===== src/rtl/pipelined_barrel_shifter_if.sv =====
// pipelined_barrel_shifter_if: valid/ready stream bundle for the pipelined barrel shifter.
// Producer side: in_valid, in_data, in_shift, in_mode, with in_ready coming back.
// Consumer side: out_valid, out_data, with out_ready coming back.
// The master modport drives the operands and out_ready; the slave modport is the shifter.
interface pipelined_barrel_shifter_if #(
  parameter int WIDTH = 8,
  parameter int SHW = $clog2(WIDTH)
);
  logic in_valid, in_ready, out_valid, out_ready;
  logic [WIDTH-1:0] in_data, out_data;
  logic [SHW-1:0] in_shift;
  logic [1:0] in_mode;
  modport master (
    output in_valid, in_data, in_shift, in_mode, out_ready,
    input  in_ready, out_valid, out_data
  );
  modport slave (
    input  in_valid, in_data, in_shift, in_mode, out_ready,
    output in_ready, out_valid, out_data
  );
endinterface


===== src/rtl/pipelined_barrel_shifter.sv =====
// pipelined_barrel_shifter: WIDTH-bit shifter, one mux layer per register stage, modes arith/logical right, left, rotate right.
// Ports: clk, rst_n (async active-low), bus (slave modport: in_valid/in_ready/in_data/in_shift/in_mode, out_valid/out_ready/out_data).
// Build option BARREL_ROUND_EN: mode 00 rounds toward zero using a per-stage sticky bit instead of flooring.
module pipelined_barrel_shifter #(
  parameter int WIDTH = 8,
  parameter int SHW = $clog2(WIDTH),
  parameter int STAGES = SHW
) (
  input logic clk,
  input logic rst_n,
  pipelined_barrel_shifter_if.slave bus
);
  localparam logic [WIDTH-1:0] ONES = '1;
  logic [WIDTH-1:0] d_q [STAGES], nd [STAGES];
  logic [SHW-1:0] s_q [STAGES], ns [STAGES];
  logic [1:0] m_q [STAGES], nm [STAGES];
  logic [STAGES-1:0] g_q, ng, v_q, nv;
  logic [WIDTH-1:0] cd, sd, lr, ll, rr, ar;
  logic [SHW-1:0] cs;
  logic [1:0] cm;
  logic cg, cv, adv;
`ifdef BARREL_ROUND_EN
  logic [STAGES-1:0] k_q, nk;
  logic ck, sk;
`endif
  // Global stall: the whole pipe moves only when the output slot can drain.
  assign adv = bus.out_ready || !v_q[STAGES-1];
  assign bus.in_ready = adv;
  assign bus.out_valid = v_q[STAGES-1];
  assign bus.out_data = d_q[STAGES-1];
  // The c* variables walk the pipe: stage k computes from them, then they load stage k's registers for stage k+1.
  always_comb begin
    nd = d_q;
    ns = s_q;
    nm = m_q;
    ng = g_q;
    nv = v_q;
    cd = bus.in_data;
    cs = bus.in_shift;
    cm = bus.in_mode;
    cg = bus.in_data[WIDTH-1];
    cv = bus.in_valid;
    sd = '0;
    lr = '0;
    ll = '0;
    rr = '0;
    ar = '0;
`ifdef BARREL_ROUND_EN
    nk = k_q;
    ck = 1'b0;
    sk = 1'b0;
`endif
    for (int k = 0; k < STAGES; k++) begin
      lr = cd >> (1 << k);
      ll = cd << (1 << k);
      rr = lr | (cd << (WIDTH - (1 << k)));
      ar = lr | ({WIDTH{cg}} & ~(ONES >> (1 << k)));
      sd = !cs[k] ? cd : cm == 2'd0 ? ar : cm == 2'd1 ? lr : cm == 2'd2 ? ll : rr;
`ifdef BARREL_ROUND_EN
      // Sticky collects every bit dropped off the bottom; a negative inexact quotient is bumped toward zero.
      sk = ck | (cs[k] & |(cd & ~(ONES << (1 << k))));
      if (k == STAGES - 1 && cm == 2'd0 && cg && sk) sd = sd + 1'b1;
      nk[k] = sk;
      ck = k_q[k];
`endif
      nd[k] = sd;
      ns[k] = cs;
      nm[k] = cm;
      ng[k] = cg;
      nv[k] = cv;
      cd = d_q[k];
      cs = s_q[k];
      cm = m_q[k];
      cg = g_q[k];
      cv = v_q[k];
    end
  end
  always_ff @(posedge clk or negedge rst_n)
    if (!rst_n) begin
      d_q <= '{default: '0};
      s_q <= '{default: '0};
      m_q <= '{default: '0};
      g_q <= '0;
      v_q <= '0;
`ifdef BARREL_ROUND_EN
      k_q <= '0;
`endif
    end else if (adv) begin
      d_q <= nd;
      s_q <= ns;
      m_q <= nm;
      g_q <= ng;
      v_q <= nv;
`ifdef BARREL_ROUND_EN
      k_q <= nk;
`endif
    end
endmodule


===== src/flat_wrapper.sv =====
// flat-port wrapper written by rule: the top's interface ports become plain ports
module pipelined_barrel_shifter_flat 
#(
  parameter int WIDTH = 8,
  parameter int SHW = $clog2(WIDTH),
  parameter int STAGES = SHW
)
  (clk, rst_n, bus_in_valid, bus_in_data, bus_in_shift, bus_in_mode, bus_out_ready, bus_in_ready, bus_out_valid, bus_out_data);
  pipelined_barrel_shifter_if #(.WIDTH(WIDTH), .SHW(SHW)) bus_i ();
  input logic clk;
  input logic rst_n;
  input wire logic [$bits(bus_i.in_valid)-1:0] bus_in_valid;
  input wire logic [$bits(bus_i.in_data)-1:0] bus_in_data;
  input wire logic [$bits(bus_i.in_shift)-1:0] bus_in_shift;
  input wire logic [$bits(bus_i.in_mode)-1:0] bus_in_mode;
  input wire logic [$bits(bus_i.out_ready)-1:0] bus_out_ready;
  output wire logic [$bits(bus_i.in_ready)-1:0] bus_in_ready;
  output wire logic [$bits(bus_i.out_valid)-1:0] bus_out_valid;
  output wire logic [$bits(bus_i.out_data)-1:0] bus_out_data;
  assign bus_i.in_valid = bus_in_valid;
  assign bus_i.in_data = bus_in_data;
  assign bus_i.in_shift = bus_in_shift;
  assign bus_i.in_mode = bus_in_mode;
  assign bus_i.out_ready = bus_out_ready;
  assign bus_in_ready = bus_i.in_ready;
  assign bus_out_valid = bus_i.out_valid;
  assign bus_out_data = bus_i.out_data;
  pipelined_barrel_shifter #(.WIDTH(WIDTH), .SHW(SHW), .STAGES(STAGES)) u_core (.clk(clk), .rst_n(rst_n), .bus(bus_i));
endmodule

===== config.mk =====
export PLATFORM = sky130hd
export DESIGN_NAME = pipelined_barrel_shifter_flat
export DESIGN_NICKNAME = d
export VERILOG_FILES = /design/src/rtl/pipelined_barrel_shifter_if.sv /design/src/rtl/pipelined_barrel_shifter.sv /design/src/flat_wrapper.sv
export SDC_FILE = /design/constraint.sdc
export NUM_CORES = 1
export LEC_CHECK = 0
export CAP_MARGIN = 15
export CORE_ASPECT_RATIO = 0.9
export CORE_MARGIN = 2
export CORE_UTILIZATION = 45
export DETAILED_ROUTE_END_ITERATION = 8
export PLACE_DENSITY = 0.71
export SYNTH_ARGS = -nofsm -noshare
export SYNTH_HDL_FRONTEND = slang
export SYNTH_SLANG_ARGS = --single-unit

===== constraint.sdc =====
create_clock -name clk -period 1.3 [get_ports clk]
set_clock_uncertainty 0.05 [all_clocks]
set_input_delay 0.325 -clock clk [delete_from_list [all_inputs] [get_ports clk]]
set_output_delay 0.325 -clock clk [all_outputs]
set_load 0.02 [all_outputs]

### Word level (Yosys, flattened, before mapping)

Index checks and enable logic that the tools add are counted.

| word-level totals | value |
|---|---|
| logic and storage cells | 38 |
| bits in read-only memories | 0 |
| output and inout bits | 10 |
| memory bits (writable) | 0 |
| register bits after elaboration | 39 |
| latch bits | 0 |
| memories kept | 0 |

| operators by class | value |
|---|---|
| muxes and demuxes | 12 |
| $add $sub $neg | 0 |
| order comparisons | 0 |
| bitwise logic cells | 6 |
| equality and inequality tests | 6 |
| shifts and indexed selects | 0 |
| multipliers | 0 |
| div/mod/pow operators | 0 |
| reductions and logical operators | 5 |

Operators by type and width:

| kind | count |
|---|---|
| 2-to-1 mux 8 bit | 12 |
| OR 4 x 8 -> 8 bit | 2 |
| OR 6 x 8 -> 8 bit | 2 |
| OR 7 x 8 -> 8 bit | 2 |
| == test 2 x 1 -> 1 bit (second input constant) | 3 |
| == test 2 bit (second input constant) | 3 |
| zero test 2 bit | 3 |
| zero test 1 bit | 1 |
| logical OR 1 bit | 1 |

### Longest topological paths before layout

| depth | value |
|---|---|
| word-level depth | 5 |
| mapped depth | 6 |

### Worst setup path after synthesis

Ideal clock, no wire load.

| path | value |
|---|---|
| path type | flip-flop to output port |
| start | register u_core.v_q[2] |
| end | output port bus_in_ready |
| stages on the path, launching flop included | 5 |
| buffers on the path | 2 |
| data required time | 0.925 ns |
| arrival | 1.010 ns |
| path slack | -0.085 ns |
| path through | dfrtp_1 -> nor2b_1 -> buf_2 -> inv_2 -> buf_2 |

| between the ends | value |
|---|---|
| cells in the longest elaborated chain, start to end | 2 |

Ends and longest elaborated chain:

| what | line | text |
|---|---|---|
| start: declaration | pipelined_barrel_shifter.sv:17 | `logic [STAGES-1:0] g_q, ng, v_q, nv;` |
| start signal: assignment | pipelined_barrel_shifter.sv:93 | `v_q <= nv;` |
| zero test 1 bit | pipelined_barrel_shifter.sv:27 | `assign adv = bus.out_ready \|\| !v_q[STAGES-1];` |
| logical OR 1 bit | pipelined_barrel_shifter.sv:27 |  |
| end: declaration | flat_wrapper.sv:17 | `output wire logic [$bits(bus_i.in_ready)-1:0] bus_in_ready;` |

Every way passes these cells.

### Final worst setup path

Same ends and word-level chain as after synthesis.

==> reports/qor.yml <==
cts:
  cts_hold_buf: 0
  htreeDepth: 2
  clk_pin_slew_ns: 0.07
  cts_buffers: 5
  clk_latency_ns: 0.28
  cts_tree: "done"
  clkSinkCount: 36
  clk_path_buf_depth: 2
  cts-root-buf: "clkbuf_8"
pwr:
  internal-power_mw: 2.655
  power.density_nw_per_um2: 1856
  clkPwrFrac_pct: 19.3
  swShare_pct: 36.02
  seqPwrFrac_pct: 44.5
  power.switching_mw: 1.495
  ir_drop_mv: 0.6096
  p_comb_share_pct: 36.2
  power.leakage_nw: 1.056
setup_path:
  crit_chain: "nor2b_4 -> inv_2 -> buf_6"
  cpPeakStageDelay_ns: 0.37
  critPathCapture: "bus_in_ready"
  regToRegStartpoint: "u_core.v_q[2]"
  crit_fanout: 2
  r2r_end: "u_core.d_q[13]"
  cp-start-kind: "register"
  reg2regPathDepth: 5
  cpMaxStageDelayCell: "dfrtp_1"
  cp.required_ns: 0.93
  r2r_slack_ns: 0.02
  critPathArrivalTime_ns: 0.98
  worstSetupPathType: "reg2out"
  cp-end-kind: "output port"
  cp-startpoint: "u_core.v_q[2]"
floorplanning:
  die_y_um: 64.69
  fp-row-count: 22
  chipWidth_um: 71.44
  fp.dieArea_um2: 4621
  io_pins: 27
  core_um2: 3991
  initial_core_util_pct: 46.14
final_layout:
  seqCellArea_um2: 900.9
  drive_gt1_share_pct: 16.74
  syn_to_final_growth_pct: 21.40
  instances_no_fill: 281
  n_fill_cell: 392
  nets: 249
  num_antenna_cells: 0
  multiInputGateArea_um2: 823.3
drt:
  drtIter0Drc: 48
  avgViaCountPerCell: 5.064
  ant_nets: 0
  detail_route.wl_per_cell_um: 12.10
  dr_total_vias: 1423
  dr.pass1.iters: 4
  drt-total-wl_mm: 3.401
  drc: 0
sta:
  layout_setup_ws_ns: -0.05170
  setup_viol: 2
  max_freq_mhz: 739.8
  maxSlewViolCount: 0
  slew_headroom_pct: 73.80
  hold_viol_final: 0
  rsz0062_at_grt: "yes"
  finalCritPeriodShare_pct: 104.0
  period_minus_slack_ns: 1.352
  worst_slew_pin_slew_ns: 0.3930
global_routing:
  grt_pass1_wl_mm: 5.947
  grt_max_degree: 43
  antenna_found_initial: 0
  grt.overflow.total: 0
  grt_pass1_vias: 1340
  track_usage_pct: 16.46
yosys:
  synthesis.nets: 222
  synth-seq-area-share_pct: 48.91
  ys_seq_elements: 36
  synthCells: 205
  synth_warnings: 0
  synth.cell_area_um2: 1842
  syn_avg_cell_area_um2: 8.984
  ys_types: 25
run_status:
  violations: "negative setup slack"
  status: "finished with violations"
hold_path:
  hold_class: "in2async"
place:
  dpl_worst_slack_ns: -0.5860
  dp_hpwl_mm: 2.447
  io_buffers: 26
  dp.cells: 271
  gp_congestion: 0.8390
run:
  maxCapViolCount: 0
[per-stage QoR]
| stage | instance area (um2) | power, mW | TNS, ns | util (%) | hold slack, ns |
|---|---|---|---|---|---|
| floorplan | 1848 | 2.996 | -0.01065 | - | -0.02059 |
| global placement | 2153 | 3.391 | -11.65 | 53.95 | 0.3916 |
| detailed placement | 2153 | 3.453 | -12.09 | 53.95 | 0.3975 |
| CTS | 2237 | 4.197 | -0.2856 | 56.05 | 0.3561 |
| global route | 2236 | 4.476 | -0.7870 | 56.02 | 0.3867 |
| finish | 2236 | 4.150 | -0.1010 | 56.02 | 0.3499 |
[cells in the mapped netlist]
| cell type | count | area, um2 |
|---|---|---|
| clkbuf_1 | 5 | 18.77 |
| nor2_1 | 1 | 3.750 |
| o21ai_0 | 17 | 85.08 |
| a32oi_1 | 1 | 8.760 |
| a221oi_1 | 1 | 8.760 |
| o211ai_1 | 10 | 75.07 |
| dfrtp_1 | 36 | 900.9 |
| a31oi_1 | 7 | 43.79 |
| buf_4 | 10 | 75.07 |
| and3_1 | 4 | 25.02 |
| nand3_1 | 5 | 25.02 |
| or2b_1 | 1 | 7.510 |
| inv_2 | 1 | 3.750 |
| inv_1 | 1 | 3.750 |
| o21ai_1 | 5 | 25.02 |
| buf_2 | 6 | 30.03 |
| o211a_1 | 1 | 10.01 |
| nand3b_1 | 6 | 45.04 |
| mux2i_1 | 11 | 110.1 |
| nand2_1 | 61 | 229.0 |
| clkbuf_2 | 1 | 5.000 |
| nand2b_1 | 3 | 18.77 |
| nor2b_1 | 8 | 50.05 |
| or3b_4 | 1 | 11.26 |
| mux2_2 | 2 | 22.52 |
[cells by family (layout without fill, tap and decap cells)]
kind of cell	Yosys count	in the layout	share of synthesized area [%]
AO/OA/AOI/OAI	42	42	13.93
flip-flops	36	36	48.91
multiplexers	13	13	7.201
AND/OR/NAND/NOR	90	90	22.55
buffers and inverters	24	52	7.404
[placed cells by master, fill, tap and decap left out, drive strengths merged]
cell / instances
or3b: 1
or2b: 1
a221oi: 1
nand3b: 6
nand2b: 3
a31oi: 7
nor2b: 8
clkdlybuf4s50: 14
dlygate4sd2: 3
o211ai: 10
a32oi: 1
o21ai: 22
nand3: 5
dfrtp: 36
nor2: 1
mux2i: 11
nand2: 61
mux2: 2
o211a: 1
clkbuf: 8
and3: 4
buf: 25
inv: 2
[registers in the layout (all words and copies together), names as in the netlist]
signal,flops
u_core.d_q,16
u_core.bus.out_data,8
u_core.m_q,4
u_core.ns,3
u_core.v_q,3
u_core.g_q,2
[how the worst min path moves through the flow]
stage / startpoint / to / slack (ns) / depth (start not counted)
final: rst_n / u_core.bus.out_data[0] / 0.35 / 2
after CTS: rst_n / u_core.bus.out_data[0] / 0.36 / 2
after detailed placement: u_core.v_q[1] / u_core.v_q[1] / 0.40 / 2
after global placement: u_core.v_q[1] / u_core.v_q[1] / 0.39 / 2
after floorplan: rst_n / u_core.bus.out_data[0] / -0.02 / 0
after global routing: rst_n / u_core.bus.out_data[0] / 0.39 / 2
[layout make-up]
cell class | instances | area share (%)
flip-flops and latches | 36 | 40.29
multi-input cells | 145 | 36.82
repair buffers | 42 | 15.84
clock buffers | 8 | 4.029
well taps | 48 | 2.686
inverters | 2 | 0.3358
[power by group through the flow]
stage | logic (mW) | registers, mW | clock network, mW
after detailed placement | 1.57 | 1.88 | 0
after floorplan | 1.22 | 1.78 | 0
final | 1.50 | 1.85 | 0.803
after global routing | 1.68 | 1.91 | 0.879
after global placement | 1.54 | 1.85 | 0
after CTS | 1.51 | 1.85 | 0.832
[per-layer routing]
metal / GRT usage, % / routed length [um] / vias to the layer above
met3: 4.821 / 169 / 6
met2: 27.89 / 1670 / 32
met4: 7.547 / 55 / 0
met1: 19.18 / 1506 / 639
met5: 0 / 0 / -
li1: - / - / 746
[what timing repair did]
action / 4_1_cts / 5_1_grt
endpoints found under the setup margin: 31 / 21
gates resized for setup: 40 / 6
setup buffers: 0 / 2
pin swaps: 1 / 2
[critical path, delay by kind of cell, from the launching register on]
kind                   cells  cell delay [ns]
DFF                        1             0.37
buffers and inverters      2             0.19
and+or+nand+nor            1             0.13
Note: power is estimated with default switching activity, not from simulation.
